$ cat config.mk
export PLATFORM = sky130hd
export DESIGN_NAME = axi_wr_arbiter
export DESIGN_NICKNAME = d
export VERILOG_FILES = /design/src/rtl/axi_wr_arbiter_pkg.sv /design/src/rtl/axi_wr_outstanding_cnt.sv /design/src/rtl/axi_wr_arbiter.sv
export SDC_FILE = /design/constraint.sdc
export NUM_CORES = 1
export LEC_CHECK = 0
export BUFFER_PORTS_ARGS = -buffer_cell sky130_fd_sc_hd__buf_2
export CAP_MARGIN = 20
export CORE_AREA = 2 2 116 118
export CTS_CLUSTER_SIZE = 14
export DETAILED_ROUTE_END_ITERATION = 10
export DIE_AREA = 0 0 118 120
export HOLD_SLACK_MARGIN = 0.05
export PLACE_DENSITY_LB_ADDON = 0.08
export SKIP_CTS_REPAIR_TIMING = 1
export SLEW_MARGIN = 10
export SYNTH_ARGS = -nofsm -noshare
export SYNTH_HDL_FRONTEND = slang
export SYNTH_SLANG_ARGS = --single-unit
export TNS_END_PERCENT = 50
$ cat constraint.sdc
create_clock -name clk -period 2.6 [get_ports clk]
set_input_delay 0.52 -clock clk [delete_from_list [all_inputs] [get_ports clk]]
set_output_delay 0.52 -clock clk [all_outputs]
set_load 0.05 [all_outputs]
$ cat src/rtl/axi_wr_arbiter_pkg.sv
// Shared types and constants for the two-source AXI3 write arbiter.
// FSM encoding, source IDs, AXI burst/size codes, AW payload bundle.
package axi_wr_arbiter_pkg;

  typedef enum logic [1:0] {
    ARB_IDLE = 2'd0,
    ARB_ADDR = 2'd1,
    ARB_DATA = 2'd2
  } arb_state_e;

  localparam logic SRC_WBUF = 1'b0;
  localparam logic SRC_UNC  = 1'b1;

  localparam int unsigned CNT_W = 4;

  localparam logic [1:0] AXI_BURST_FIXED = 2'b00;
  localparam logic [1:0] AXI_BURST_INCR  = 2'b01;
  localparam logic [1:0] AXI_BURST_WRAP  = 2'b10;

  localparam logic [2:0] AXI_SIZE_1B = 3'b000;
  localparam logic [2:0] AXI_SIZE_2B = 3'b001;
  localparam logic [2:0] AXI_SIZE_4B = 3'b010;

  typedef struct packed {
    logic [31:0] addr;
    logic [3:0]  len;
    logic [2:0]  size;
    logic [1:0]  burst;
    logic [1:0]  lock;
    logic [3:0]  cache;
    logic [2:0]  prot;
  } aw_pay_t;

  typedef struct packed {
    logic [31:0] data;
    logic [3:0]  strb;
    logic        last;
  } w_pay_t;

  // Round-robin pick between two eligible sources.
  function automatic logic rr_pick(
    input logic e0,
    input logic e1,
    input logic last
  );
    if (e0 && e1) begin
      return ~last;
    end
    return e1;
  endfunction

endpackage

$ cat src/rtl/axi_wr_outstanding_cnt.sv
// Per-source count of AW-accepted writes whose B has not returned.
// Same-cycle inc and dec cancel; saturates at 0 and at all-ones.
module axi_wr_outstanding_cnt
  import axi_wr_arbiter_pkg::*;
#(
  parameter int unsigned MAX = 8
) (
  input  logic             clk,
  input  logic             rst,
  input  logic             inc_i,
  input  logic             dec_i,
  output logic [CNT_W-1:0] count_o,
  output logic             at_max_o,
  output logic             zero_o
);

  logic [CNT_W-1:0] cnt_q;
  logic [CNT_W-1:0] cnt_d;

  // Next count from AW (inc) and B (dec) handshakes.
  always_comb begin
    cnt_d = cnt_q;
    unique case ({inc_i, dec_i})
      2'b10: begin
        if (cnt_q != {CNT_W{1'b1}}) begin
          cnt_d = cnt_q + 1'b1;
        end
      end
      2'b01: begin
        if (cnt_q != '0) begin
          cnt_d = cnt_q - 1'b1;
        end
      end
      default: cnt_d = cnt_q;
    endcase
  end

  // Count register, cleared by reset.
  always_ff @(posedge clk or posedge rst) begin
    if (rst) begin
      cnt_q <= '0;
    end else begin
      cnt_q <= cnt_d;
    end
  end

  assign count_o  = cnt_q;
  assign at_max_o = (cnt_q >= CNT_W'(MAX));
  assign zero_o   = (cnt_q == '0);

endmodule

$ cat src/rtl/axi_wr_arbiter.sv
// Two-source AXI3 write arbiter: write buffer (ID 0) and uncached (ID 1).
// Optional AXI_WR_ARB_ORDER_EN: no source switch while the other has B pending.
module axi_wr_arbiter
  import axi_wr_arbiter_pkg::*;
#(
  parameter int unsigned MAX_OUTSTANDING = 8
) (
  input  logic        clk,
  input  logic        rst,
  input  logic [31:0] s0_awaddr,
  input  logic [3:0]  s0_awlen,
  input  logic [2:0]  s0_awsize,
  input  logic [1:0]  s0_awburst,
  input  logic [1:0]  s0_awlock,
  input  logic [3:0]  s0_awcache,
  input  logic [2:0]  s0_awprot,
  input  logic        s0_awvalid,
  output logic        s0_awready,
  input  logic [31:0] s0_wdata,
  input  logic [3:0]  s0_wstrb,
  input  logic        s0_wlast,
  input  logic        s0_wvalid,
  output logic        s0_wready,
  output logic [1:0]  s0_bresp,
  output logic        s0_bvalid,
  input  logic        s0_bready,
  input  logic [31:0] s1_awaddr,
  input  logic [3:0]  s1_awlen,
  input  logic [2:0]  s1_awsize,
  input  logic [1:0]  s1_awburst,
  input  logic [1:0]  s1_awlock,
  input  logic [3:0]  s1_awcache,
  input  logic [2:0]  s1_awprot,
  input  logic        s1_awvalid,
  output logic        s1_awready,
  input  logic [31:0] s1_wdata,
  input  logic [3:0]  s1_wstrb,
  input  logic        s1_wlast,
  input  logic        s1_wvalid,
  output logic        s1_wready,
  output logic [1:0]  s1_bresp,
  output logic        s1_bvalid,
  input  logic        s1_bready,
  output logic [3:0]  awid,
  output logic [31:0] awaddr,
  output logic [3:0]  awlen,
  output logic [2:0]  awsize,
  output logic [1:0]  awburst,
  output logic [1:0]  awlock,
  output logic [3:0]  awcache,
  output logic [2:0]  awprot,
  output logic        awvalid,
  input  logic        awready,
  output logic [3:0]  wid,
  output logic [31:0] wdata,
  output logic [3:0]  wstrb,
  output logic        wlast,
  output logic        wvalid,
  input  logic        wready,
  input  logic [3:0]  bid,
  input  logic [1:0]  bresp,
  input  logic        bvalid,
  output logic        bready
);

  arb_state_e state_q, state_d;
  logic       grant_q, grant_d;
  logic       last_grant_q, last_grant_d;

  logic [CNT_W-1:0] cnt0, cnt1;
  logic at_max0, at_max1;
  logic zero0, zero1;
  logic elig0, elig1;

  logic in_addr, in_data;
  logic aw_hs, w_end, b_hs;
  logic bsel;
  logic unused_bid;

  aw_pay_t aw0, aw1, aw_sel;
  w_pay_t  w0, w1, w_sel;

  assign in_addr = (state_q == ARB_ADDR);
  assign in_data = (state_q == ARB_DATA);

  assign bsel       = bid[0];
  assign unused_bid = ^bid[3:1];

  // Source eligibility for a new grant.
  always_comb begin
    elig0 = s0_awvalid & ~at_max0;
    elig1 = s1_awvalid & ~at_max1;
`ifdef AXI_WR_ARB_ORDER_EN
    elig0 = elig0 & (zero1 | (last_grant_q == SRC_WBUF));
    elig1 = elig1 & (zero0 | (last_grant_q == SRC_UNC));
`endif
  end

  // Arbitration FSM next state.
  always_comb begin
    state_d      = state_q;
    grant_d      = grant_q;
    last_grant_d = last_grant_q;
    unique case (state_q)
      ARB_IDLE: begin
        if (elig0 || elig1) begin
          grant_d      = rr_pick(elig0, elig1, last_grant_q);
          last_grant_d = grant_d;
          state_d      = ARB_ADDR;
        end
      end
      ARB_ADDR: begin
        if (aw_hs) begin
          state_d = ARB_DATA;
        end
      end
      ARB_DATA: begin
        if (w_end) begin
          state_d = ARB_IDLE;
        end
      end
      default: state_d = ARB_IDLE;
    endcase
  end

  // FSM and grant registers.
  always_ff @(posedge clk or posedge rst) begin
    if (rst) begin
      state_q      <= ARB_IDLE;
      grant_q      <= SRC_WBUF;
      last_grant_q <= SRC_UNC;
    end else begin
      state_q      <= state_d;
      grant_q      <= grant_d;
      last_grant_q <= last_grant_d;
    end
  end

  assign aw0 = '{s0_awaddr, s0_awlen, s0_awsize, s0_awburst,
                 s0_awlock, s0_awcache, s0_awprot};
  assign aw1 = '{s1_awaddr, s1_awlen, s1_awsize, s1_awburst,
                 s1_awlock, s1_awcache, s1_awprot};
  assign w0  = '{s0_wdata, s0_wstrb, s0_wlast};
  assign w1  = '{s1_wdata, s1_wstrb, s1_wlast};

  // AW channel mux from the granted source.
  always_comb begin
    aw_sel     = grant_q ? aw1 : aw0;
    awaddr     = aw_sel.addr;
    awlen      = aw_sel.len;
    awsize     = aw_sel.size;
    awburst    = aw_sel.burst;
    awlock     = aw_sel.lock;
    awcache    = aw_sel.cache;
    awprot     = aw_sel.prot;
    awid       = {3'b000, grant_q};
    awvalid    = in_addr & (grant_q ? s1_awvalid : s0_awvalid);
    s0_awready = in_addr & (grant_q == SRC_WBUF) & awready;
    s1_awready = in_addr & (grant_q == SRC_UNC) & awready;
    aw_hs      = awvalid & awready;
  end

  // W channel mux from the granted source.
  always_comb begin
    w_sel     = grant_q ? w1 : w0;
    wdata     = w_sel.data;
    wstrb     = w_sel.strb;
    wlast     = w_sel.last;
    wid       = {3'b000, grant_q};
    wvalid    = in_data & (grant_q ? s1_wvalid : s0_wvalid);
    s0_wready = in_data & (grant_q == SRC_WBUF) & wready;
    s1_wready = in_data & (grant_q == SRC_UNC) & wready;
    w_end     = wvalid & wready & wlast;
  end

  // B routing by ID bit 0, independent of the FSM.
  always_comb begin
    s0_bresp  = bresp;
    s1_bresp  = bresp;
    s0_bvalid = bvalid & ~bsel;
    s1_bvalid = bvalid & bsel;
    bready    = bsel ? s1_bready : s0_bready;
    b_hs      = bvalid & bready;
  end

  axi_wr_outstanding_cnt #(
    .MAX(MAX_OUTSTANDING)
  ) u_cnt0 (
    .clk     (clk),
    .rst     (rst),
    .inc_i   (aw_hs & (grant_q == SRC_WBUF)),
    .dec_i   (b_hs & ~bsel),
    .count_o (cnt0),
    .at_max_o(at_max0),
    .zero_o  (zero0)
  );

  axi_wr_outstanding_cnt #(
    .MAX(MAX_OUTSTANDING)
  ) u_cnt1 (
    .clk     (clk),
    .rst     (rst),
    .inc_i   (aw_hs & (grant_q == SRC_UNC)),
    .dec_i   (b_hs & bsel),
    .count_o (cnt1),
    .at_max_o(at_max1),
    .zero_o  (zero1)
  );

endmodule

# Word level (Yosys, flattened, before mapping)

Cells that the tools add are included.

Output and inout port bits: 108
Input bits: 191
Register bits after elaboration: 12

Bitwise operators: 27
Mux-type cells: 20
$add $sub $neg: 4
Eq/ne operators: 15
Reductions and logical operators: 11
Magnitude comparators: 2

Operator list:

| kind                                                     | count |
|---|---|
| 2-to-1 mux 50 bit                                        | 1 |
| 2-to-1 mux 37 bit                                        | 1 |
| bitwise AND 1 bit                                        | 22 |
| 2-to-1 mux 4 bit                                         | 4 |
| case mux 4 bit (2 select lines)                          | 2 |
| inequality test 2 x 1 -> 1 bit, second input constant    | 6 |
| AND reduction 3 bit                                      | 3 |
| adder 4 x 1 -> 4 bit, second input constant              | 2 |
| greater-or-equal comparator 4 bit, second input constant | 2 |
| 2-to-1 mux 1 bit                                         | 8 |
| inequality test 4 bit, second input constant             | 2 |
| nonzero test 4 bit                                       | 2 |
| subtractor 4 x 1 -> 4 bit, second input constant         | 2 |
| equality test 2 x 1 -> 1 bit, second input constant      | 3 |
| equality test 2 bit, second input constant               | 3 |
| 2-to-1 mux 2 bit                                         | 3 |
| case mux 2 bit (3 select lines)                          | 1 |
| NOT 1 bit                                                | 5 |
| nonzero test 2 bit                                       | 2 |
| zero test 2 bit                                          | 1 |
| inequality test 2 bit, second input constant             | 1 |
| AND reduction 2 bit                                      | 1 |
| logical AND 1 bit                                        | 1 |
| logical OR 1 bit                                         | 1 |

# Logic depth before layout (Yosys ltp)

Depth after elaboration: 8
Depth in mapped cells: 11
Mapped depth without buffers: 10

# By module

From an unflattened synthesis, not the netlist that was laid out.

Cells, all modules: 197
Area total of the unflattened synthesis: 1990.7 µm²

By module, submodules not included:

| module                 | area an instance (µm²) | seq. area each (µm²) | instances | cells each |
|---|---|---|---|---|
| axi_wr_arbiter         | 1470.2                 | 101.3                | 1         | 149 |
| axi_wr_outstanding_cnt | 260.2                  | 100.1                | 2         | 24 |

# Worst setup path after synthesis

No wires, ideal clock.

Path type: input to output
Start point: in s1_awvalid
End point: out awvalid
Arrival: 1.750 ns
Path buffers: 0
Setup slack: 0.330 ns
Stages on the path: 2
Data required time: 2.080 ns
Cells stage by stage: mux2i_1 > nor3b_1

Longest elaborated chain between the ends: 2

Ends and longest elaborated chain:

| what              | line                  | text |
|---|---|---|
| start, declared   | axi_wr_arbiter.sv:34  | `input logic s1_awvalid,` |
| 2-to-1 mux 1 bit  | axi_wr_arbiter.sv:157 | `awvalid = in_addr & (grant_q ? s1_awvalid : s0_awvalid);` |
| bitwise AND 1 bit | axi_wr_arbiter.sv:157 |  |
| end, declared     | axi_wr_arbiter.sv:52  | `output logic awvalid,` |

No other way between the ends.

# Worst setup path in the final report

Start point: reg grant_q
End point: reg u_cnt1.cnt_q[3] (netlist: u_cnt1.count_o[3])

Longest elaborated chain between the ends: 7
Elaborated cells between the ends (all ways): 11
Those cells by class: eq/ne (4); mux (2); bitwise (3); reduce/logical (2)

Ends and longest elaborated chain:

| what                                                                                  | line                         | text |
|---|---|---|
| start, declared                                                                       | axi_wr_arbiter.sv:67         | `logic grant_q, grant_d;` |
| start signal, assigned                                                                | axi_wr_arbiter.sv:134        | `grant_q <= grant_d;` |
| 2-to-1 mux 1 bit                                                                      | axi_wr_arbiter.sv:157        |  |
| bitwise AND 1 bit                                                                     | axi_wr_arbiter.sv:157        |  |
| bitwise AND 1 bit                                                                     | axi_wr_arbiter.sv:160        | `aw_hs = awvalid & awready;` |
| bitwise AND 1 bit *                                                                   | axi_wr_arbiter.sv:203        | `.inc_i (aw_hs & (grant_q == SRC_UNC)),` |
| equality test 2 x 1 -> 1 bit or equality test 2 bit (tied branches)                   | axi_wr_outstanding_cnt.sv:23 | `unique case ({inc_i, dec_i})` |
| inequality test 2 x 1 -> 1 bit (no source line) or nonzero test 2 bit (tied branches) | n/a                          |  |
| AND reduction 3 bit (no source line)                                                  | n/a                          |  |
| end signal, assigned                                                                  | axi_wr_outstanding_cnt.sv:43 | `cnt_q <= cnt_d;` |
| end, declared                                                                         | axi_wr_outstanding_cnt.sv:17 | `logic [CNT_W-1:0] cnt_q;` |

Mark *: on every way between the ends. The rest lies on a longest branch, timed or not.
A chain may end at the register's enable or synchronous reset.

==> impl_metrics.yaml <==
clock_network:
  clkTransAtPathRegs_ps: 50
  root_buffer: "clkbuf_16"
  clockBufferDepth: 2
  cts_tree: "yes"
  cts_buffers: 3
  cts_max_level: 1
  numClockSinks: 12
  insertion_delay_ps: 240
outcome:
  status: "finished, final reports clean"
cells_and_area:
  finalNetCount: 681
  drive_above_1_share: 0.802
  syn_to_final_growth_pct: 82.7
synthesis:
  synth_edf_count: 0
  synth_area_leaders: "mux2_2 (50%), dfrtp_1 (14%), ha_1 (5.0%), buf_4 (4.5%), buf_2 (2.5%)"
  yosysSeqAreaShare: 0.151
  synth_seq_cells: 12
  ys_types: 36
  ys_top_cells_by_count: "mux2_2 (88), buf_4 (12), dfrtp_1 (11), inv_1 (11), nor2_1 (11)"
  synth.avg_cell_area_um2: 9.68
  async_flop_share: 1.00
  synth_most_common_cell: "mux2_2"
  yosysWarningCount: 0
  yosys.area.top_type: "mux2_2"
  synth_area_um2: 1990
  netlist_instances: 206
  synth_ff_type: "dfrtp_1"
  synth.top_cell.area_share: 0.497
timing:
  tns_ps: 0
  rsz0062_at_grt: "false"
  slew_headroom: 0.628
  finalHoldViolations: 0
  setup-violations-final: 0
  fmax_ghz: 0.425
  tightest_slew_ps: 559
  min_period_ps: 2350
  period_share: 0.906
  skew_ps: 0.714
  drv_slew: 0
worst_hold_path:
  hold_path.class: "in -> async"
global_routing:
  grt_max_degree: 95
  grt_pass1_wl_mm: 14.6
  overflow: 0
  track_usage: 0.132
  grt_antenna_before_repair: 3
  grt_pass1_vias: 2442
route:
  wl_per_cell_um: 15.4
  drt_iter0_drc: 77
  via_count: 2544
  drtPass1Iterations: 4
  viasPerCell: 3.88
  wirelength_mm: 10.1
  drc: 0
  ant_nets: 0
floorplanning:
  initial_utilization: 0.154
  dieWidth_um: 118
  dieArea_um2: 14200
  die_h_um: 120
  fp.coreArea_um2: 13000
  rows: 42
  io_pins: 299
critical_path:
  cp-startpoint: "grant_q$_DFFE_PP0P_"
  critPathCapture: "u_cnt1.count_o[3]$_DFFE_PP0P_"
  r2r-end: "u_cnt1.count_o[3]$_DFFE_PP0P_"
  crit_arrival_ps: 2470
  timing.rr.start: "grant_q$_DFFE_PP0P_"
  cp_max_fo: 4
  required_ps: 2720
  critPathLaunchType: "flip-flop"
  ff2ff_path_depth: 10
  end_kind: "flip-flop"
  reg2reg_slack_ps: 250
  critPathKind: "reg -> reg"
pwr:
  vdd_ir_drop_max_uv: 458
  power.static_leakage_nw: 1.99
  p_per_area_nw_per_um2: 1200
  power_mw: 4.37
flow_run:
  drv_cap: 0
placement:
  dpl.hpwl_mm: 8.88
  numPortBuffers: 283
  place.gp.congestion: 0.816
[how the worst min path moves through the flow]
stage,from,end,slack (ps)
5_1_grt,rst,u_cnt0.count_o[3]$_DFFE_PP0P_,360
2_1_floorplan,rst,grant_q$_DFFE_PP0P_,380
6_report,rst,u_cnt0.count_o[3]$_DFFE_PP0P_,310
3_3_place_gp,u_cnt1.count_o[0]$_DFFE_PP0P_,u_cnt1.count_o[0]$_DFFE_PP0P_,500
4_1_cts,rst,u_cnt0.count_o[3]$_DFFE_PP0P_,340
3_5_place_dp,u_cnt1.count_o[0]$_DFFE_PP0P_,u_cnt1.count_o[0]$_DFFE_PP0P_,500
[cell usage in the layout (no fill, tap or decap), types with 3 or more instances in the layout]
cell type  netlist  final
nor2b_1          3      3
nand2_1          7      7
ha_1             8      8
nor2_1          11     10
dfrtp_1         11     10
a21oi_1          4      4
nor3_1           3      3
clkbuf_16        0      3
mux2_2          88     88
buf_2           10    283
inv_1           11     11
xnor2_1          5      5
o21ai_0          3      3
a21o_1           3      3
conb_1           1      6
[area by class of cell]
class | instances | area [µm²]
Multi-Input combinational cell | 165 | 1530
Timing Repair Buffer | 286 | 1450
Fill cell | 1446 | 9340
Sequential cell | 12 | 305
Tap cell | 176 | 220
Clock buffer | 4 | 88.8
Inverter | 12 | 45.0
Antenna cell | 1 | 2.50
[sequential cells by signal, indices dropped and copies added (netlist names)]
register / count
state_q: 2
u_cnt0.count_o: 4
last_grant_q: 1
u_cnt1.count_o: 4
grant_q: 1
[kinds of logic (layout without fill, tap and decap cells)]
logic type               count (synthesis)  in the layout  share of synthesized area
flip-flops                              12             12                      0.151
adder cells (fa/ha/maj)                 10             10                     0.0703
AND/OR/NAND/NOR                         35             35                     0.0873
XOR/XNOR                                 7              7                     0.0308
other                                    1              7                    0.00188
AO/OA/AOI/OAI                           16             16                     0.0527
multiplexers                            91             91                      0.513
buffers and inverters                   34            302                     0.0929
[layer usage]
layer  global-route usage  part of all wire
met1                0.158              0.40
met2                0.241              0.53
met3               0.0309             0.061
met4               0.0286             0.010
met5                    0            0.0013
[power by group]
group / internal, mW / switching (mW) / total [mW]
Clock: 0.233 / 0.0840 / 0.317
Combinational: 1.15 / 2.51 / 3.66
Sequential: 0.294 / 0.0995 / 0.393
[per-stage QoR]
| stage | cells | hold slack (ps) | utilization | instance area, µm² | setup slack [ps] |
|---|---|---|---|---|---|
| floorplan | 211 | 384 | - | 2010 | 330 |
| global placement | 651 | 501 | 0.273 | 3550 | 92.0 |
| detailed placement | 651 | 498 | 0.273 | 3550 | 84.3 |
| CTS | 655 | 335 | 0.280 | 3640 | 148 |
| global route | 655 | 364 | 0.280 | 3640 | 46.0 |
| finish | 656 | 312 | 0.281 | 3640 | 245 |
[critical path, cell delays in order (launching register included)]
cell,delay [ps]
dfrtp_4,490
mux2i_1,170
nor2_2,190
nand2_1,110
ha_1,270
ha_1,290
a21o_1,180
a21oi_1,170
xnor2_1,130
nor2_1,60
xor2_1,150
No activity file was read; power rests on OpenSTA's default activity.
